File: config.mk
export PLATFORM = sky130hd
export DESIGN_NAME = filtro_ruido_8bits
export DESIGN_NICKNAME = d
export VERILOG_FILES = /design/src/rtl/ps2_pkg.sv /design/src/rtl/filtro_ruido_8bits_sync_chain.sv /design/src/rtl/filtro_ruido_8bits.sv
export SDC_FILE = /design/constraint.sdc
export NUM_CORES = 1
export LEC_CHECK = 0
export ABC_CLOCK_PERIOD_IN_PS = 1400
export CAP_MARGIN = 20
export CORE_MARGIN = 5
export CORE_UTILIZATION = 28
export DETAILED_ROUTE_END_ITERATION = 16
export GPL_TIMING_DRIVEN = 0
export SLEW_MARGIN = 25
export SYNTH_ARGS = -nofsm -noshare
export SYNTH_HDL_FRONTEND = slang
export SYNTH_SLANG_ARGS = --single-unit
export TNS_END_PERCENT = 10
File: constraint.sdc
create_clock -name clk -period 1.4 [get_ports clk]
set_clock_uncertainty 0.1 [all_clocks]
set_input_delay 0.14 -clock clk [delete_from_list [all_inputs] [get_ports clk]]
set_output_delay 0.14 -clock clk [all_outputs]
set_load 0.03 [all_outputs]
File: src/rtl/ps2_pkg.sv
// Shared constants and helpers for the PS/2 mouse front end.
// Idle level is high on the PS/2 clock line, so every front-end register resets to it.
package ps2_pkg;

    localparam int   PS2_FILTER_LEN  = 8;
    localparam int   PS2_SYNC_STAGES = 2;
    localparam logic PS2_IDLE_LEVEL  = 1'b1;

    typedef enum logic [1:0] {
        FILT_HOLD     = 2'd0,
        FILT_SET_HIGH = 2'd1,
        FILT_SET_LOW  = 2'd2
    } filt_action_e;

    // A window that is neither all-ones nor all-zeros is treated as noise, so the level holds.
    function automatic filt_action_e decodeWindow(input logic allOnes, input logic allZeros);
        filt_action_e action;
        action = FILT_HOLD;
        if (allOnes) begin
            action = FILT_SET_HIGH;
        end else if (allZeros) begin
            action = FILT_SET_LOW;
        end
        return action;
    endfunction

endpackage

File: src/rtl/filtro_ruido_8bits_sync_chain.sv
// N-flop synchroniser for an asynchronous single-bit input.
// Its reset value is a parameter so that a synchroniser leaving reset holds the line's idle level.
module sync_chain #(
    parameter int   N           = 2,
    parameter logic RESET_VALUE = 1'b1
) (
    input  logic clk,
    input  logic rst,
    input  logic i_d,
    output logic o_q
);

    logic [N-1:0] r_sync;

    always_ff @(posedge clk) begin
        if (rst) begin
            r_sync <= {N{RESET_VALUE}};
        end else begin
            r_sync <= {r_sync[N-2:0], i_d};
        end
    end

    assign o_q = r_sync[N-1];

endmodule

File: src/rtl/filtro_ruido_8bits.sv
// Noise filter and falling-edge detector for the PS/2 mouse clock line.
// The line is synchronised, debounced by requiring FILTER_LEN equal samples, and then edge-detected.
module filtro_ruido_8bits
    import ps2_pkg::*;
#(
    parameter int SYNC_STAGES = PS2_SYNC_STAGES,
    parameter int FILTER_LEN  = PS2_FILTER_LEN
) (
    input  logic clk,
    input  logic rst,
    input  logic ps2_c_mouse,
    output logic fall_edge
);

    logic                  w_sync_out;
    logic [FILTER_LEN-1:0] r_shreg;
    logic                  r_filt;
    logic                  r_filt_d;
    logic                  w_all_ones;
    logic                  w_all_zeros;
    logic                  w_filt_next;
    filt_action_e          w_action;

    sync_chain #(
        .N           (SYNC_STAGES),
        .RESET_VALUE (PS2_IDLE_LEVEL)
    ) u_sync (
        .clk (clk),
        .rst (rst),
        .i_d (ps2_c_mouse),
        .o_q (w_sync_out)
    );

    assign w_all_ones  = &r_shreg;
    assign w_all_zeros = ~|r_shreg;

    always_comb begin
        w_action    = decodeWindow(w_all_ones, w_all_zeros);
        w_filt_next = r_filt;
        case (w_action)
            FILT_SET_HIGH: w_filt_next = 1'b1;
            FILT_SET_LOW:  w_filt_next = 1'b0;
            default:       w_filt_next = r_filt;
        endcase
    end

    always_ff @(posedge clk) begin
        if (rst) begin
            r_shreg  <= {FILTER_LEN{PS2_IDLE_LEVEL}};
            r_filt   <= PS2_IDLE_LEVEL;
            r_filt_d <= PS2_IDLE_LEVEL;
        end else begin
            r_shreg  <= {r_shreg[FILTER_LEN-2:0], w_sync_out};
            r_filt   <= w_filt_next;
            r_filt_d <= r_filt;
        end
    end

    // Decoded purely from registers, so the strobe has no combinational path from the pin.
    assign fall_edge = r_filt_d & ~r_filt;

endmodule

# [Yosys cells after proc, flatten, opt, wreduce, memory -nomap -nowiden]
# Index checks and enable logic that the tools add are counted.
[totals] regBits=12 latchBits=0 ramBits=0 romBits=0 input_bits=3 out_inout_bits=1 wordCells=14 mem_count=0
[op_classes] addsub=0 n_mul=0 div=0 magnitude_cmp=0 eq_ne=2 shifts=0 n_mux=3 n_bitwise=2 reduce_logical=3
[ops] op="8-bit AND reduction" count=1
[ops] op="8-bit OR reduction" count=1
[ops] op="2-bit 2-to-1 mux" count=2
[ops] op="2-bit by 1-bit equality test with 1-bit output, second input constant" count=1
[ops] op="2-bit equality test, second input constant" count=1
[ops] op="1-bit one-hot mux with 2 select lines" count=1
[ops] op="2-bit nonzero test" count=1
[ops] op="1-bit AND" count=1
[ops] op="1-bit NOT" count=1

# [Longest topological paths before layout]
# Gate-level depths: netlist (run 1).
[logic_depth] depth_word=5 mapped_depth=3 mapped_depth_nobuf=3

# [By module]
# From an unflattened synthesis (run 1), not the netlist that was laid out.
[unflattened] hier_cells=31 hier_area_um2=369.1
[by_module_without_submodules] module="filtro_ruido_8bits" n_inst=1 cells_per_inst=27 area_per_inst_um2=316.6 seq_area_each_um2=200.2
[by_module_without_submodules] module="sync_chain" n_inst=1 cells_per_inst=4 area_per_inst_um2=52.6 seq_area_each_um2=40.0

# [Worst setup path after synthesis (run 1)]
# Ideal clock, no wire load.
[synth_path] path_type="register -> register" startpoint="register r_shreg[3]" endpoint="register r_filt" setup_time_ns=0.120 arrival_ns=0.889 required_time_ns=1.180 setup_slack_ns=0.292 stages_incl_launch_ff=4 n_path_buf=0 synth_period_minus_slack_ns=1.108 path_cell_list="dfxtp_1 > nor4_2 > nand2_1 > a211o_1"
[synth_via] elab_chain_cells=5 elab_cells_between_ends=8 classes_between="eq/ne (2); mux (3); reduce/logical (3)"
[synth_lines] element="start: declaration" line_no="filtro_ruido_8bits.sv:16" source="logic [FILTER_LEN-1:0] r_shreg;"
[synth_lines] element="start signal: assignment" line_no="filtro_ruido_8bits.sv:49" source="r_shreg <= {FILTER_LEN{PS2_IDLE_LEVEL}};"
[synth_lines] element="start signal: assignment" line_no="filtro_ruido_8bits.sv:53" source="r_shreg <= {r_shreg[FILTER_LEN-2:0], w_sync_out};"
[synth_lines] element="8-bit OR reduction" line_no="filtro_ruido_8bits.sv:35" source="assign w_all_zeros = ~|r_shreg;"
[synth_lines] element="2-bit 2-to-1 mux" line_no="ps2_pkg.sv:21" source="end else if (allZeros) begin"
[synth_lines] element="2-bit 2-to-1 mux (*)" line_no="ps2_pkg.sv:19" source="if (allOnes) begin"
[synth_lines] element="2-bit equality test / 2-bit by 1-bit equality test with 1-bit output (equally long branches)" line_no="filtro_ruido_8bits.sv:40" source="case (w_action)"
[synth_lines] element="1-bit one-hot mux with 2 select lines / 2-bit nonzero test (equally long branches)"
[synth_lines] element="end signal: assignment" line_no="filtro_ruido_8bits.sv:54" source="r_filt <= w_filt_next;"
[synth_lines] element="end: declaration" line_no="filtro_ruido_8bits.sv:17" source="logic r_filt;"
# Every way passes the cells marked *; elsewhere a longest branch is shown, timed or not.
# A chain may end at the register's enable or synchronous reset.

# [Final worst setup path (run 1)]
[layout_path] startpoint="register r_filt" endpoint="output port fall_edge"
[layout_via] elab_chain_cells=2
[layout_lines] element="1-bit NOT" line_no="filtro_ruido_8bits.sv:60" source="assign fall_edge = r_filt_d & ~r_filt;"
[layout_lines] element="1-bit AND" line_no="filtro_ruido_8bits.sv:60"
[layout_lines] element="end: declaration" line_no="filtro_ruido_8bits.sv:12" source="output logic fall_edge"
# Every way passes these cells.

==> impl_metrics.ini, run 1 <==
[final_layout]
drive_gt1_share_pct = 25.64
nNetsFinal = 43
diodes = 0
area_growth_pct = 22.48
mostFrequentLayoutCells = dfxtp_1 (12), or2_1 (7), or2_2 (4)
final_common_cell = dfxtp_1
fin_util_pct = 35.54

[drt]
dr.pass1.iters = 2
drc = 0
num_vias = 244
drtIter0Drc = 1
post_drt_wl_per_cell_um = 9.333
vias_per_cell = 4.519
ant_nets = 0
totalWireLength_um = 504

[place]
io_buffers = 3
dp_hpwl_um = 366.5
gp_congestion = 0.7194

[synth]
synthTopCellsByArea = dfxtp_1 (64%), or2_1 (12%), nor4_2 (6.7%), or2_2 (6.7%), nand4_1 (3.4%)
syn_nets = 35
synth_compound_area_share_pct = 2.349
ys_types = 10
synth_area_sq_um = 372.9
synthAdderAreaFrac_pct = 0
synth-xor-area-share_pct = 0
synthMuxAreaShare_pct = 0
synth_top_area_share_pct = 64.43
synth_top_family_by_area = simple AND/OR/NAND/NOR gates
ys_seq_elements = 12
yosysWarningCount = 0
ys_seq_area_share_pct = 64.43
synth_simple_gate_area_share_pct = 32.21
synth_cells = 32
synth_area_per_cell_sq_um = 11.65
synth_largest_area_cell = dfxtp_1

[flow_run]
maxCapViolations = 0

[worst_setup_path]
crit_chain = nor2b_1 > dlygate4sd2_1
crit_slowest_cell = dlygate4sd2_1
path_max_fanout = 3
worstSetupEndpointType = output port
reg2reg_from = r_shreg[3]
timing.rr.end = r_filt
required_ps = 1160
critical_path_arrival_ps = 1090
path_class = reg -> out
critPathLaunchType = flop
cpPeakStageDelay_ps = 400
reg2reg_slack_ps = 220
r2r_cells = 3

[cts]
postCtsSetupRepairBufs = 0
cts.sinks = 12
clockBufferDepth = 2
cts_resized = 1
holdBufCountCts = 0
path_clk_slew_ps = 70
htree_levels = 1
clk_latency_ps = 270
cts_root_buffer = clkbuf_4
cts_tree = yes
numCtsBuffers = 3

[sta]
finalHoldViolCount = 0
period_needed_ps = 1328
maxClockFrequency_mhz = 753.2
rsz0062_at_grt = no
period_share_pct = 94.83
relSlewSlack_pct = 80.41
setup_viol = 0
timing.setup.tns_ps = 0
tightest_slew_ps = 295.1
slew_viol_final = 0

[floorplan]
die_h_um = 46.49
core.rowCount = 13
initial_core_util_pct = 29.02
die_area_sq_um = 2161
fp.dieW_um = 46.49
pin_count = 4
coreArea_sq_um = 1285

[global_route]
grt-ovfl-total = 0
grtUsageTotal_pct = 6.280
grt_pass1_wl_um = 828
grt_pass1_vias = 226
antenna_found_initial = 0
grt_max_degree = 11

[pwr]
vdd_drop_max_uv = 719.8
leakagePower_nw = 0.1630
power.density_nw_per_um2 = 1368

[min_path]
whs_path_depth = 1
hp-start = u_sync.r_sync[0]
hold_path.class = reg -> reg
worst_hold_path.endpoint = u_sync.r_sync[1]

[status]
outcome = complete, no violations
-- worst max-delay path by stage --
stage / start / to / slack (ps)
floorplan: r_shreg[3] / r_filt / 290
global placement: r_filt / fall_edge / 90
detailed placement: r_filt / fall_edge / 70
CTS: r_filt / fall_edge / 60
global route: r_filt / fall_edge / 30
finish: r_filt / fall_edge / 70
-- cell families (layout without fill, tap and decap cells) --
family / count (synthesis) / in the layout
buffers and inverters: 1 / 8
and+or+nand+nor: 18 / 18
AOI/OAI and AO/OA: 1 / 1
DFF: 12 / 12
-- state kept, by name (all words and copies together) (netlist names) --
signal,count
u_sync.r_sync,2
r_filt_d,1
r_shreg,8
r_filt,1
-- cell type report --
| type | count | area (sq um) |
|---|---|---|
| buffer | 1 | 3.754 |
| timing repair buffer | 3 | 28.78 |
| tap | 15 | 18.77 |
| sequential | 12 | 240.2 |
| clock buffer | 4 | 36.28 |
| multi-input combinational | 19 | 128.9 |
| fill | 126 | 828.3 |
-- power breakdown --
group	leakage (nW)	switching (mW)	internal [mW]	total (mW)
clock	0.0210	0.105	0.158	0.263
sequential	0.0977	0.00207	0.346	0.348
combinational	0.0443	0.00560	0.00865	0.0143
total	0.163	0.112	0.512	0.625
-- Yosys cell counts --
cell type   n
clkbuf_1    1
dfxtp_1    12
a211o_1     1
nand2_1     1
nand4_1     2
nor2_1      1
or2_1       7
nor2b_1     1
or2_2       4
nor4_2      2
-- per-stage QoR --
stage | hold slack (ps) | std cells | worst slack [ps] | power, mW | instance area (sq um)
6_report | 310.3 | 54 | 72.37 | 0.6248 | 456.7
3_3_place_gp | 289.2 | 50 | 88.07 | 0.3696 | 421.7
4_1_cts | 311.5 | 54 | 55.11 | 0.6313 | 456.7
5_1_grt | 327.9 | 54 | 29.03 | 0.6501 | 456.7
3_5_place_dp | 295.2 | 50 | 72.49 | 0.3700 | 421.7
2_1_floorplan | 137.1 | 32 | 291.7 | 0.3622 | 372.9
-- per-layer routing --
| metal | up-vias | routed length, um | part of all wire, % | GRT usage (%) |
|---|---|---|---|---|
| met5 | - | 0 | 0 | 0 |
| met1 | 115 | 209 | 41 | 4.684 |
| li1 | 120 | - | - | - |
| met4 | 0 | 25 | 5.0 | 6.818 |
| met3 | 4 | 32 | 6.3 | 4.688 |
| met2 | 5 | 237 | 47 | 9.615 |
-- worst max-delay path, delay by kind of cell (launching register included) --
| family | cells | cell delay, ps |
|---|---|---|
| AND/OR/NAND/NOR | 1 | 100 |
| buffers and inverters | 1 | 400 |
| flip-flops | 1 | 320 |
No activity file was read; power rests on OpenSTA's default activity.
==> inputs of run 2 (changes only) <==
- SYNTH_HIERARCHICAL: default -> 1
==> run 2 against run 1 <==
  * Final cell count fell by 3.7%
  * Critical endpoint unchanged
  * Largest power group unchanged
  * Global-route usage fell by 0.56 points
  * Setup slack better by 9.2 ps
==> impl_metrics.ini, run 2 <==
[flow_run]
maxCapViolations = 0

[cts]
htree_levels = 1
cts_tree = yes
cts_root_buffer = clkbuf_4
cts.sinks = 12
clockBufferDepth = 2
numCtsBuffers = 3
clk_latency_ps = 260
path_clk_slew_ps = 70

[synth]
syn_nets = 34
ys_seq_elements = 12
synth_cells = 31
synth_top_area_share_pct = 65.08
synth_area_sq_um = 369.1
async_flop_share_pct = 0
ys_types = 9
synthTopCellsByArea = dfxtp_1 (65%), or2_1 (17%), nor4_2 (6.8%), nand4_1 (3.4%), a211o_1 (2.4%)
synth_area_per_cell_sq_um = 11.91
synth_edf_count = 0
synthTopCellsByCount = dfxtp_1 (12), or2_1 (10), nand4_1 (2), nor4_2 (2)
yosysWarningCount = 6
ys_seq_area_share_pct = 65.08
synth_most_common_cell = dfxtp_1
synth_flop_cell = dfxtp_1
synth_largest_area_cell = dfxtp_1

[global_route]
grtUsageTotal_pct = 5.723
grt-ovfl-total = 0
grt_max_degree = 13
antenna_found_initial = 0
grt_pass1_vias = 210
grt_pass1_wl_um = 765

[pwr]
vdd_drop_max_uv = 575.1
power.density_nw_per_um2 = 1267
leakagePower_nw = 0.1535
power_uw = 556.3

[final_layout]
diodes = 0
mostFrequentLayoutCells = dfxtp_1 (12), or2_1 (10), clkbuf_4 (3)
area_growth_pct = 18.98
largest-register = r_shreg
drive_gt1_share_pct = 16.22
top_regs = r_shreg: 8 flops, u_sync/r_sync: 2 flops
final_common_cell = dfxtp_1
largest_reg_flops = 8
layoutNonFillerInstCount = 52
nNetsFinal = 42

[floorplan]
coreArea_sq_um = 1269
fp.dieW_um = 46.31
die_area_sq_um = 2144
pin_count = 4
initial_core_util_pct = 29.09
core.rowCount = 13
die_h_um = 46.31

[worst_setup_path]
critical_path_arrival_ps = 1080
reg2reg_from = r_shreg[3]
r2r_cells = 3
required_ps = 1160
path_max_fanout = 3
critPathLaunchType = flop
timing.rr.end = r_filt
path_class = reg -> out
reg2reg_slack_ps = 220
worstSetupEndpointType = output port

[sta]
setup_viol = 0
timing.setup.tns_ps = 0
tightest_slew_ps = 311.0
period_needed_ps = 1318
rsz0062_at_grt = no
maxClockFrequency_mhz = 758.5
relSlewSlack_pct = 79.20
period_share_pct = 94.17
finalHoldViolCount = 0
fin_hold_ws_ps = 309.1
slew_viol_final = 0

[drt]
totalWireLength_um = 507
post_drt_wl_per_cell_um = 9.750
drtIter0Drc = 1
vias_per_cell = 4.365
drc = 0
dr.pass1.iters = 2
ant_nets = 0
num_vias = 227

[min_path]
hold_path.class = reg -> reg
whs_path_depth = 1
worst_hold_path.endpoint = u_sync/r_sync[1]
hp-start = u_sync/r_sync[0]

[place]
gp_congestion = 0.6722
dp_hpwl_um = 366.1
placed_cells = 49
io_buffers = 3

[status]
outcome = complete, no violations
-- run 2: cell types whose count changed after synthesis --
cell / previous run / this run
clkbuf_1: 1 / 0
or2_1: 7 / 10
or2_2: 4 / 1
-- run 2: cell type report --
| cell class | instances | area, sq um |
|---|---|---|
| Fill cell | 138 | 829.5 |
| Sequential cell | 12 | 240.2 |
| Multi-Input combinational cell | 19 | 128.9 |
| Timing Repair Buffer | 3 | 28.78 |
| Clock buffer | 3 | 22.52 |
| Tap cell | 15 | 18.77 |
-- run 2: metal layers --
metal	vias to the layer above	part of all wire [%]	track usage, %
met2	4	45	7.692
li1	115	-	-
met3	2	7.1	2.344
met5	-	0	0
met4	0	2.0	8.523
met1	106	45	5.386
-- run 2: cell families after synthesis --
group | count (synthesis) | synth area share (%)
simple gates | 18 | 32.54
compound gates | 1 | 2.373
flops | 12 | 65.08
-- run 2: worst max-delay path by stage --
stage	from	endpoint	cells past startpoint
3_3_place_gp	r_filt	fall_edge	2
4_1_cts	r_filt	fall_edge	2
3_5_place_dp	r_filt	fall_edge	2
6_report	r_filt	fall_edge	2
2_1_floorplan	r_shreg[3]	r_filt	3
5_1_grt	r_filt	fall_edge	2
-- run 2: where the power goes --
group / internal, mW / total [mW] / switching [mW]
Sequential: 0.346 / 0.348 / 0.00219
Combinational: 0.00799 / 0.0135 / 0.00554
Clock: 0.0992 / 0.195 / 0.0957
Total: 0.453 / 0.556 / 0.103
-- run 2: critical path, stage by stage, from the launching register on --
cell,delay [ps]
dfxtp_1,330
nor2b_1,100
dlygate4sd2_1,400
-- run 2: timing repair --
action,CTS,global route
setup buffers,0,0
endpoints found under the hold margin,0,0
hold buffers,0,0
endpoints found under the setup margin,1,0
gates resized for setup,1,0
-- run 2: through the flow --
step	utilization, %	setup slack, ps	cell area [sq um]
global placement	32.94	87.64	417.9
global route	34.62	63.52	439.2
floorplan	-	291.8	369.1
detailed placement	32.94	78.60	417.9
CTS	34.62	68.47	439.2
finish	34.62	81.56	439.2
==> inputs of run 3 (changes only) <==
- DONT_BUFFER_PORTS: default -> 1
- GPL_ROUTABILITY_DRIVEN: default -> 0
==> run 3 against run 2 <==
  * Final cell count is the same
  * Combinational power shrank 9%
  * Sequential share of layout area is 0.62 points lower
  * Global-route usage increased by 0.65 points
  * Hold slack lost 1.9 ps
  * Critical path depth down 1
  * Maximum frequency rose by 2.1%
  * First-iteration DRC count grew to 8.0 times the previous value
  * Register-to-register slack improved by 20 ps
  * Total power up 12%
  * Non-clock buffer count decreased by 1
  * Via count fell by 3.1%
==> impl_metrics.ini, run 3 (synthesized netlist as in run 2, its figures left out) <==
[status]
outcome = complete, no violations

[worst_setup_path]
timing.rr.end = r_filt
path_class = reg -> out
cpPeakStageDelay_ps = 460
required_ps = 1160
path_max_fanout = 3
critical_path_arrival_ps = 1050
crit_slowest_cell = nor2b_1
cp_num_buf_inv = 0
reg2reg_from = r_shreg[3]
worstSetupEndpointType = output port
critPathLaunchType = flop
crit_chain = nor2b_1
critPathTopFamily = simple AND/OR/NAND/NOR gates
r2r_cells = 3
reg2reg_slack_ps = 240

[pwr]
combPwrFrac_pct = 2.0
p_int_uw = 510.3
power.density_nw_per_um2 = 1408
p_seq_share_pct = 55.6
power_frac_clock_pct = 42.5
sw_frac_of_total_pct = 18.43
leakagePower_nw = 0.1529
power_uw = 625.6
p_sw_uw = 115.3
vdd_drop_max_uv = 519.5

[floorplan]
coreArea_sq_um = 1269
pin_count = 4
initial_core_util_pct = 29.09
fp.dieW_um = 46.31
die_h_um = 46.31
core.rowCount = 13
die_area_sq_um = 2144

[global_route]
grt_util_met2_pct = 8.516
met1_usage_pct = 5.896
grt_pass1_vias = 212
grt-ovfl-total = 0
antenna_found_initial = 0
grtUsageMet3_pct = 4.688
grt_max_degree = 13
grt.busiest_layer = met2
grtUsageTotal_pct = 6.375
grt_pass1_wl_um = 855

[final_layout]
mostFrequentLayoutCells = dfxtp_1 (12), or2_1 (10), clkbuf_4 (3)
nNetsFinal = 41
largest_reg_flops = 8
largest-register = r_shreg
diodes = 0
drive_gt1_share_pct = 18.92
final_common_cell = dfxtp_1
post-route-cell-area_sq_um = 444.2
top_regs = r_shreg: 8 flops, u_sync/r_sync: 2 flops
area_growth_pct = 20.34
fin_util_pct = 35.01
fillers = 135

[drt]
num_vias = 220
drtIter0Drc = 8
ant_nets = 0
drc = 0
vias_per_cell = 4.231
totalWireLength_um = 518
dr.pass1.iters = 4
post_drt_wl_per_cell_um = 9.962

[cts]
holdBufCountCts = 2
numCtsBuffers = 3
cts_resized = 0
clockBufferDepth = 2
htree_levels = 1
cts_tree = yes
postCtsSetupRepairBufs = 0
path_clk_slew_ps = 70
clk_latency_ps = 260
cts.sinks = 12
cts_root_buffer = clkbuf_4

[sta]
maxClockFrequency_mhz = 774.5
tightest_slew_ps = 575.2
finalHoldViolCount = 0
relSlewSlack_pct = 61.58
period_needed_ps = 1291
slew_viol_final = 0
timing.setup.tns_ps = 0
period_share_pct = 92.23
setup_viol = 0
rsz0062_at_grt = no

[flow_run]
maxCapViolations = 0

[place]
io_buffers = 0
dp_hpwl_um = 342.4
postPlaceCellArea_sq_um = 387.9

[min_path]
worst_hold_path.endpoint = u_sync/r_sync[1]
hp-start = u_sync/r_sync[0]
hold_path.class = reg -> reg
whs_path_depth = 1
-- run 3: cell count changes in the layout (fill, tap and decap cells not counted), sizes merged --
cell,before,now
clkbuf,3,4
dlygate4sd2,1,0
dlygate4sd3,0,2
clkdlybuf4s50,2,0
-- run 3: metrics by stage --
stage / instances / hold slack, ps / setup WS, ps
after global placement: 46 / 138.5 / 253.3
final: 52 / 307.3 / 108.8
after floorplan: 31 / 134.4 / 291.8
after detailed placement: 46 / 142.1 / 241.3
after CTS: 52 / 311.6 / 82.58
after global routing: 52 / 335.9 / 57.77
-- run 3: worst max-delay path by stage --
stage	start	endpoint	slack [ps]	cells after the start
3_5_place_dp	r_shreg[3]	r_filt	240	3
6_report	r_filt	fall_edge	110	1
5_1_grt	r_filt	fall_edge	60	1
4_1_cts	r_filt	fall_edge	80	1
3_3_place_gp	r_shreg[3]	r_filt	250	3
2_1_floorplan	r_shreg[3]	r_filt	290	3
-- run 3: final cells by class --
class	instances	area (sq um)	share of cell area, %
Clock buffer	4	36.28	8.169
Multi-Input combinational cell	19	128.9	29.01
Sequential cell	12	240.2	54.08
Tap cell	15	18.77	4.225
Timing Repair Buffer	2	20.02	4.507
-- run 3: layer usage --
| metal | wire [um] | up-vias | share of wire, % |
|---|---|---|---|
| met5 | 0 | - | 0 |
| met4 | 0 | 0 | 0 |
| met3 | 40 | 0 | 7.7 |
| met2 | 251 | 6 | 48 |
| met1 | 227 | 99 | 44 |
| li1 | - | 115 | - |
-- run 3: power groups by stage --
stage                     sequential [mW]  combinational (mW)  clock, mW
after floorplan                     0.355             0.00444          0
after global placement              0.356             0.00480          0
after detailed placement            0.356             0.00498          0
after CTS                           0.348              0.0128      0.276
after global routing                0.348              0.0143      0.297
final                               0.348              0.0123      0.266
